### config.mk
export PLATFORM = sky130hd
export DESIGN_NAME = dec_2of5_serial_flat
export DESIGN_NICKNAME = d
export VERILOG_FILES = /design/src/rtl/dec_2of5_serial_pkg.sv /design/src/rtl/dec_2of5_serial_if.sv /design/src/rtl/dec_2of5_serial_lookup.sv /design/src/rtl/dec_2of5_serial.sv /design/src/flat_wrapper.sv
export SDC_FILE = /design/constraint.sdc
export NUM_CORES = 1
export LEC_CHECK = 0
export ABC_AREA = 1
export BUFFER_PORTS_ARGS = -buffer_cell sky130_fd_sc_hd__buf_2
export CORE_ASPECT_RATIO = 0.9
export CORE_MARGIN = 2
export CORE_UTILIZATION = 30
export DETAILED_ROUTE_END_ITERATION = 10
export HOLD_SLACK_MARGIN = 0.15
export SYNTH_ARGS = -nofsm -noshare
export SYNTH_HDL_FRONTEND = slang
export SYNTH_SLANG_ARGS = --single-unit
### constraint.sdc
create_clock -name clk -period 9.1 [get_ports clk]
set_clock_uncertainty 0.1 [all_clocks]
set_input_delay 0.91 -clock clk [delete_from_list [all_inputs] [get_ports clk]]
set_output_delay 0.91 -clock clk [all_outputs]
set_load 0.05 [all_outputs]
### src/rtl/dec_2of5_serial_pkg.sv
// Shared definitions for the 2-out-of-5 digit code: code table, error digit,
// word width, receiver state type and a weight helper.
package dec_2of5_serial_pkg;

    localparam int WORD_W  = 5;
    localparam int DIGIT_W = 4;

    // Code words, written as code[4:0]; exactly two ones each.
    localparam logic [WORD_W-1:0] CODE_0 = 5'b11000;
    localparam logic [WORD_W-1:0] CODE_1 = 5'b00011;
    localparam logic [WORD_W-1:0] CODE_2 = 5'b00101;
    localparam logic [WORD_W-1:0] CODE_3 = 5'b00110;
    localparam logic [WORD_W-1:0] CODE_4 = 5'b01001;
    localparam logic [WORD_W-1:0] CODE_5 = 5'b01010;
    localparam logic [WORD_W-1:0] CODE_6 = 5'b01100;
    localparam logic [WORD_W-1:0] CODE_7 = 5'b10001;
    localparam logic [WORD_W-1:0] CODE_8 = 5'b10010;
    localparam logic [WORD_W-1:0] CODE_9 = 5'b10100;

    localparam logic [DIGIT_W-1:0] DIGIT_ERR = 4'hF;

    // IDLE: no bits of a word held; COLLECT: 1..4 bits held.
    typedef enum logic {
        IDLE    = 1'b0,
        COLLECT = 1'b1
    } state_e;

    // Number of ones in a code word.
    function automatic logic [2:0] code_weight(input logic [WORD_W-1:0] code);
        logic [2:0] w;
        w = 3'd0;
        for (int i = 0; i < WORD_W; i++) begin
            w = w + {2'b00, code[i]};
        end
        return w;
    endfunction

endpackage

### src/rtl/dec_2of5_serial_if.sv
// Serial input and result output bundle of the 2-of-5 receiver.
// master: the side feeding bits and consuming results; slave: the receiver.
interface dec_2of5_serial_if
    import dec_2of5_serial_pkg::*;
#(
    parameter int ERR_CNT_W = 8
);
    logic                 sin;
    logic                 sin_valid;
    logic                 sof;
    logic                 sin_ready;
    logic [DIGIT_W-1:0]   digit;
    logic                 code_err;
    logic                 out_valid;
    logic                 out_ready;
    logic [ERR_CNT_W-1:0] err_cnt;

    modport master (
        output sin, sin_valid, sof, out_ready,
        input  sin_ready, digit, code_err, out_valid, err_cnt
    );

    modport slave (
        input  sin, sin_valid, sof, out_ready,
        output sin_ready, digit, code_err, out_valid, err_cnt
    );
endinterface

### src/rtl/dec_2of5_serial_lookup.sv
// Combinational 2-of-5 word to BCD digit lookup. Any word whose weight is not
// two flags err and returns DIGIT_ERR. Reusable by a parallel decoder.
module dec_2of5_lookup
    import dec_2of5_serial_pkg::*;
(
    input  logic [WORD_W-1:0]  code_i,
    output logic [DIGIT_W-1:0] digit_o,
    output logic               err_o
);

    // Weight check first; the table covers all ten weight-2 patterns.
    always_comb begin
        err_o   = (code_weight(code_i) != 3'd2);
        digit_o = DIGIT_ERR;
        if (!err_o) begin
            case (code_i)
                CODE_0:  digit_o = 4'd0;
                CODE_1:  digit_o = 4'd1;
                CODE_2:  digit_o = 4'd2;
                CODE_3:  digit_o = 4'd3;
                CODE_4:  digit_o = 4'd4;
                CODE_5:  digit_o = 4'd5;
                CODE_6:  digit_o = 4'd6;
                CODE_7:  digit_o = 4'd7;
                CODE_8:  digit_o = 4'd8;
                CODE_9:  digit_o = 4'd9;
                default: digit_o = DIGIT_ERR;
            endcase
        end
    end

endmodule

### src/rtl/dec_2of5_serial.sv
// Serial 2-of-5 receiver: assembles 5-bit words one bit per cycle, decodes
// them to BCD, presents results on a valid/ready register and counts
// invalid words with a saturating counter.
module dec_2of5_serial
    import dec_2of5_serial_pkg::*;
#(
    parameter bit MSB_FIRST = 1'b1,
    parameter int ERR_CNT_W = 8
) (
    input logic               clk,
    input logic               rst_n,
    dec_2of5_serial_if.slave  bus
);

    state_e               state_q, state_d;
    logic [2:0]           bit_cnt_q, bit_cnt_d;
    logic [WORD_W-1:0]    shreg_q, shreg_d;
    logic [DIGIT_W-1:0]   digit_q, digit_d;
    logic                 code_err_q, code_err_d;
    logic                 out_valid_q, out_valid_d;
    logic [ERR_CNT_W-1:0] err_cnt_q, err_cnt_d;

    logic                 sin_rdy;
    logic                 accept;
    logic                 complete;
    logic                 new_word;
    logic [2:0]           slot;
    logic [2:0]           pos;
    logic [WORD_W-1:0]    word_asm;
    logic [DIGIT_W-1:0]   lk_digit;
    logic                 lk_err;

    // Handshake and word assembly: the current bit merged into the held bits.
    // A sof bit (or the first bit after a completed word) starts from zero.
    always_comb begin
        sin_rdy  = !((bit_cnt_q == 3'd4) && out_valid_q && !bus.out_ready);
        accept   = bus.sin_valid && sin_rdy;
        new_word = bus.sof || (state_q == IDLE);
        slot     = bus.sof ? 3'd0 : bit_cnt_q;
        pos      = MSB_FIRST ? (3'd4 - slot) : slot;
        word_asm = new_word ? '0 : shreg_q;
        word_asm[pos] = bus.sin;
        // sof on the 5th position restarts instead of completing
        complete = accept && !bus.sof && (bit_cnt_q == 3'd4);
    end

    dec_2of5_lookup u_lookup (
        .code_i  (word_asm),
        .digit_o (lk_digit),
        .err_o   (lk_err)
    );

    // Next state of the bit counter FSM and shift register; moves only on an accepted bit.
    always_comb begin
        state_d   = state_q;
        bit_cnt_d = bit_cnt_q;
        shreg_d   = shreg_q;
        if (accept) begin
            if (bus.sof) begin
                state_d   = COLLECT;
                bit_cnt_d = 3'd1;
                shreg_d   = word_asm;
            end else if (bit_cnt_q == 3'd4) begin
                state_d   = IDLE;
                bit_cnt_d = 3'd0;
                shreg_d   = '0;
            end else begin
                state_d   = COLLECT;
                bit_cnt_d = bit_cnt_q + 3'd1;
                shreg_d   = word_asm;
            end
        end
    end

    // Next state of the output register and saturating error counter.
    // Completion can only happen when the register is free or draining.
    always_comb begin
        digit_d     = digit_q;
        code_err_d  = code_err_q;
        out_valid_d = out_valid_q;
        err_cnt_d   = err_cnt_q;
        if (out_valid_q && bus.out_ready) begin
            out_valid_d = 1'b0;
        end
        if (complete) begin
            digit_d     = lk_digit;
            code_err_d  = lk_err;
            out_valid_d = 1'b1;
            if (lk_err && (err_cnt_q != '1)) begin
                err_cnt_d = err_cnt_q + {{(ERR_CNT_W-1){1'b0}}, 1'b1};
            end
        end
    end

    // Word assembly FSM registers.
    always_ff @(posedge clk or negedge rst_n) begin
        if (!rst_n) begin
            state_q   <= IDLE;
            bit_cnt_q <= 3'd0;
            shreg_q   <= '0;
        end else begin
            state_q   <= state_d;
            bit_cnt_q <= bit_cnt_d;
            shreg_q   <= shreg_d;
        end
    end

    // Output result register and error counter.
    always_ff @(posedge clk or negedge rst_n) begin
        if (!rst_n) begin
            digit_q     <= '0;
            code_err_q  <= 1'b0;
            out_valid_q <= 1'b0;
            err_cnt_q   <= '0;
        end else begin
            digit_q     <= digit_d;
            code_err_q  <= code_err_d;
            out_valid_q <= out_valid_d;
            err_cnt_q   <= err_cnt_d;
        end
    end

    assign bus.sin_ready = sin_rdy;
    assign bus.digit     = digit_q;
    assign bus.code_err  = code_err_q;
    assign bus.out_valid = out_valid_q;
    assign bus.err_cnt   = err_cnt_q;

endmodule

### src/flat_wrapper.sv
// flat-port wrapper written by rule: the top's interface ports become plain ports
module dec_2of5_serial_flat import dec_2of5_serial_pkg::*;
#(
    parameter bit MSB_FIRST = 1'b1,
    parameter int ERR_CNT_W = 8
)
  (clk, rst_n, bus_sin, bus_sin_valid, bus_sof, bus_out_ready, bus_sin_ready, bus_digit, bus_code_err, bus_out_valid, bus_err_cnt);
  dec_2of5_serial_if #(.ERR_CNT_W(ERR_CNT_W)) bus_i ();
  input logic clk;
  input logic rst_n;
  input wire logic [$bits(bus_i.sin)-1:0] bus_sin;
  input wire logic [$bits(bus_i.sin_valid)-1:0] bus_sin_valid;
  input wire logic [$bits(bus_i.sof)-1:0] bus_sof;
  input wire logic [$bits(bus_i.out_ready)-1:0] bus_out_ready;
  output wire logic [$bits(bus_i.sin_ready)-1:0] bus_sin_ready;
  output wire logic [$bits(bus_i.digit)-1:0] bus_digit;
  output wire logic [$bits(bus_i.code_err)-1:0] bus_code_err;
  output wire logic [$bits(bus_i.out_valid)-1:0] bus_out_valid;
  output wire logic [$bits(bus_i.err_cnt)-1:0] bus_err_cnt;
  assign bus_i.sin = bus_sin;
  assign bus_i.sin_valid = bus_sin_valid;
  assign bus_i.sof = bus_sof;
  assign bus_i.out_ready = bus_out_ready;
  assign bus_sin_ready = bus_i.sin_ready;
  assign bus_digit = bus_i.digit;
  assign bus_code_err = bus_i.code_err;
  assign bus_out_valid = bus_i.out_valid;
  assign bus_err_cnt = bus_i.err_cnt;
  dec_2of5_serial #(.MSB_FIRST(MSB_FIRST), .ERR_CNT_W(ERR_CNT_W)) u_core (.clk(clk), .rst_n(rst_n), .bus(bus_i));
endmodule
==> results list <==
* Post-cts gate resize count: 0
- The die is 73.1 um tall.
- Hold Slack: 392 ps
- The first detailed-routing pass ran for 5 iterations.
* Clock slew seen by the registers of the worst setup and hold paths: 90 ps
- Crit Reg-Reg Endpoint: u_core.bus.err_cnt[4]
- Gate Count Post-Synth: 203
- Minimum period implied by the final worst setup slack: 3600 ps
- After detailed routing, the average wire length per cell comes to 10.6 um.
- Summed over all nets, the half-perimeter wirelength after detailed placement is 2450 um.
- Worst rel slew slack: 0.622
* Most used flip-flop cell after synthesis: dfrtp_1
- Sequential element share of the synthesized area: 0.362
- Critical Path Sink Type: register
- STA classifies the critical path startpoint as an input port.
* WP data required: 9170 ps
* Worst slack at placement: 5210 ps
- Max cap viols: 0
- The analysis attributes to cell leakage a power of 0.922 nW.
- RSZ-0062 raised after global routing: no
- In this run, CTS created clock tree buffers numbering 3.
- After synthesis, the netlist uses 33 different library cells.
* Die area: 0.00590 mm^2
* Library cell occupying the most area in the post-synthesis netlist: dfrtp_1
- TritonCTS clock tree: yes
- Setup violations remaining at the end of the flow were counted as 0.
* Share of synthesized cell area in and, or, nand and nor gates: 0.352
- Per-instance average area after synthesis: 7.83 um^2
* Synth Register Bits: 23
- VDD sags by at most 0.0000905 V.
* Post-Syn Area: 0.00159 mm^2
- Top cell type's share of synthesized area: 0.362
- Placed Area: 0.00175 mm^2
- Number of post-CTS setup repair buffers: 0
* Non-filler cells in the finished layout: 292
- In this run, the number of DRC markers left after iteration 0 of detailed routing was 65.
- Post-CTS Hold Fix Bufs: 0
* Number of slew-limit violations in the final report: 0
- By count the netlist is led by nand2_1 (50), dfrtp_1 (23), inv_1 (22), nand3_1 (19), nor2_1 (19).
- Number of buffers on the longest clock path: 2
- During I/O placement, the number of pins put on the boundary was 21.
* Post-route ant nets: 0
- By area the synthesized netlist is led by dfrtp_1 (36%), nand2_1 (12%), ha_1 (6.3%).
- Once routing completed, OpenROAD measured the worst setup slack at 5500 ps.
* Routability congestion estimate from global placement: 0.814
- The via count of the first global-routing pass is 1,210.
* Power density relative to cell area: 195 mW/mm^2
- In the finished design, the share of the clock period the worst path needs comes to 0.396.
* Capturing element of the worst setup path: u_core.bus.err_cnt[4]
* Total global routing track utilization: 0.112
- The tree is rooted in a clkbuf_8.
* DR vias: 1,316
- CP max stage cell: fa_1
- Pin count of the biggest net entering global routing: 24
- In this design, the stage delay of the slowest critical-path cell is 480 ps.
- Of the post-synthesis cell area, the part taken by muxes is 0.
* Share of flip-flops with an asynchronous set or reset: 1.00
* Sum of negative setup slack: 0 ps
- Launching instance or port of the critical path: bus_sof
- At the end of the flow the core is filled with cells to 0.346.
* Initial standard-cell utilization of the core: 0.306
- Vias/cell: 4.51
- Residual DRC: 0
* First-pass GRT wire length: 5330 um
* Quantity of I/O buffers inserted on ports: 20
* Most prevalent standard cell on the critical path: nand2_1
- Most common cell in the synthesized netlist: nand2_1
- Final net count: 242
- Number of flops mapped to enable cells by yosys: 0
* Final total power: 0.351 mW
- The flow ran to the end, and the final reports show no timing, DRC or antenna violations.
- For this run the aggregate overflow at the end of global routing stands at 0.
- Pin slew with the least headroom to its limit: 562 ps
- From synthesis to final layout, the design area changed by 13.1%.
- Critical Path, Cell by Cell: buf_2 -> inv_2 -> o21ai_2 -> nand3_1 -> nand3_1 -> o21a_1 -> inv_1 -> fa_1 -> inv_1 -> fa_1 -> inv_1 -> ha_1 -> nand2_1 -> nor2_1 -> nor2_1 -> nand2_4 -> inv_2 -> nand2_1 -> nand2_1 -> nand2_1
- Of the total synthesized cell area, the portion taken by full adders, half adders and majority gates is 0.0881.
- For this block, the routed nets add up to 3110 um of wire.
- FF-to-FF Start: u_core.bit_cnt_q[2]
* Latest clock arrival within the worst-skew pair: 270 ps
* Design Area, Final: 0.00180 mm^2
* Number of antenna violations at the first check in global routing: 0
* Number of rows in the core area: 25
- Once placement completed, the tool counted placed cells totaling 288.
- FF-to-FF setup slack: 5850 ps
* Layout cells sized above 1: 0.231
- In this run the worst hold path is classified as reg2reg.
- Final Hold Violating Endpoints: 0
- Of all nets on the critical path, the largest fanout is 9.
- Horizontal die dimension: 80.7 um
* Largest family of logic cells by synthesized area: simple AND/OR/NAND/NOR gates
* H-tree lvl count: 1
* Core Area: 0.00519 mm^2
- The worst setup path is of the in2reg kind.
- Worst endpoint data arrival time: 3670 ps
* Total inserted antenna cells: 0
* Xor and xnor area share after synthesis: 0.0275
* Count of cells along the worst register-to-register path: 17
* Clk sinks: 23
* Highest clock rate: 0.278 GHz
- For this run, the number of Yosys warnings is 0.
- Mapped Nets: 219
* Fraction of the mapped netlist area in compound gates: 0.0865
==> routing by layer <==
| metal | part of all wire | vias to the layer above | wire (um) | global-route usage |
|---|---|---|---|---|
| met5 | 0 | - | 0 | 0 |
| met3 | 0.029 | 4 | 91 | 0.00371 |
| met2 | 0.44 | 24 | 1360 | 0.183 |
| li1 | - | 687 | - | - |
| met1 | 0.52 | 601 | 1610 | 0.160 |
| met4 | 0.014 | 0 | 42 | 0.0395 |
==> kinds of logic after synthesis <==
logic type	Yosys count
flops	23
compound gates	21
xor+xnor	5
simple gates	114
buf+inv	30
fa+ha+maj	10
==> flip-flops by register name, summed over array words and instances (netlist names) <==
register / flops
u_core.bus.digit: 4
u_core.bus.err_cnt: 8
u_core.state_q: 1
u_core.bus.out_valid: 1
u_core.bus.code_err: 1
u_core.bit_cnt_q: 3
u_core.shreg_q: 5
==> worst min-delay path by stage <==
| stage | start | end | slack [ps] | depth (start not counted) |
|---|---|---|---|---|
| 2_1_floorplan | u_core.shreg_q[0] | u_core.shreg_q[0] | 350 | 2 |
| 3_3_place_gp | u_core.bus.err_cnt[6] | u_core.bus.err_cnt[6] | 370 | 2 |
| 3_5_place_dp | u_core.shreg_q[0] | u_core.shreg_q[0] | 370 | 2 |
| 4_1_cts | u_core.shreg_q[0] | u_core.shreg_q[0] | 400 | 2 |
| 5_1_grt | u_core.bus.code_err | u_core.bus.code_err | 410 | 2 |
| 6_report | u_core.shreg_q[0] | u_core.shreg_q[0] | 390 | 2 |
==> worst max-delay path, delay by kind of cell <==
family | cells | cell delay, ps
AO/OA/AOI/OAI | 2 | 270
adder cells (fa/ha/maj) | 3 | 1070
buffers and inverters | 6 | 590
AND/OR/NAND/NOR | 9 | 800
==> area by class of cell <==
cell class | instances | area (um^2)
Clock inverter | 1 | 5.00
Multi-Input combinational cell | 150 | 882
Fill cell | 563 | 3390
Clock buffer | 3 | 41.3
Tap cell | 67 | 83.8
Inverter | 28 | 110
Timing Repair Buffer | 20 | 100
Sequential cell | 23 | 576
==> where the power goes <==
group | switching [mW] | internal [mW]
clock network | 0.0344 | 0.0306
registers | 0.0157 | 0.122
logic | 0.107 | 0.0422
==> layout by cell type (no fill, tap or decap), types with 3 or more instances in the layout <==
cell and n:
nand3_1 19, buf_2 20, inv_2 3, o21ai_0 8, dfrtp_1 23, nor2_2 4, nand2_4 4, xnor2_1 4
or2_1 3, inv_1 22, clkbuf_8 3, nor2_1 19, o22ai_1 4, ha_1 8, nand2_2 7, nand2_1 50
Power figures use the tool's default switching activity.
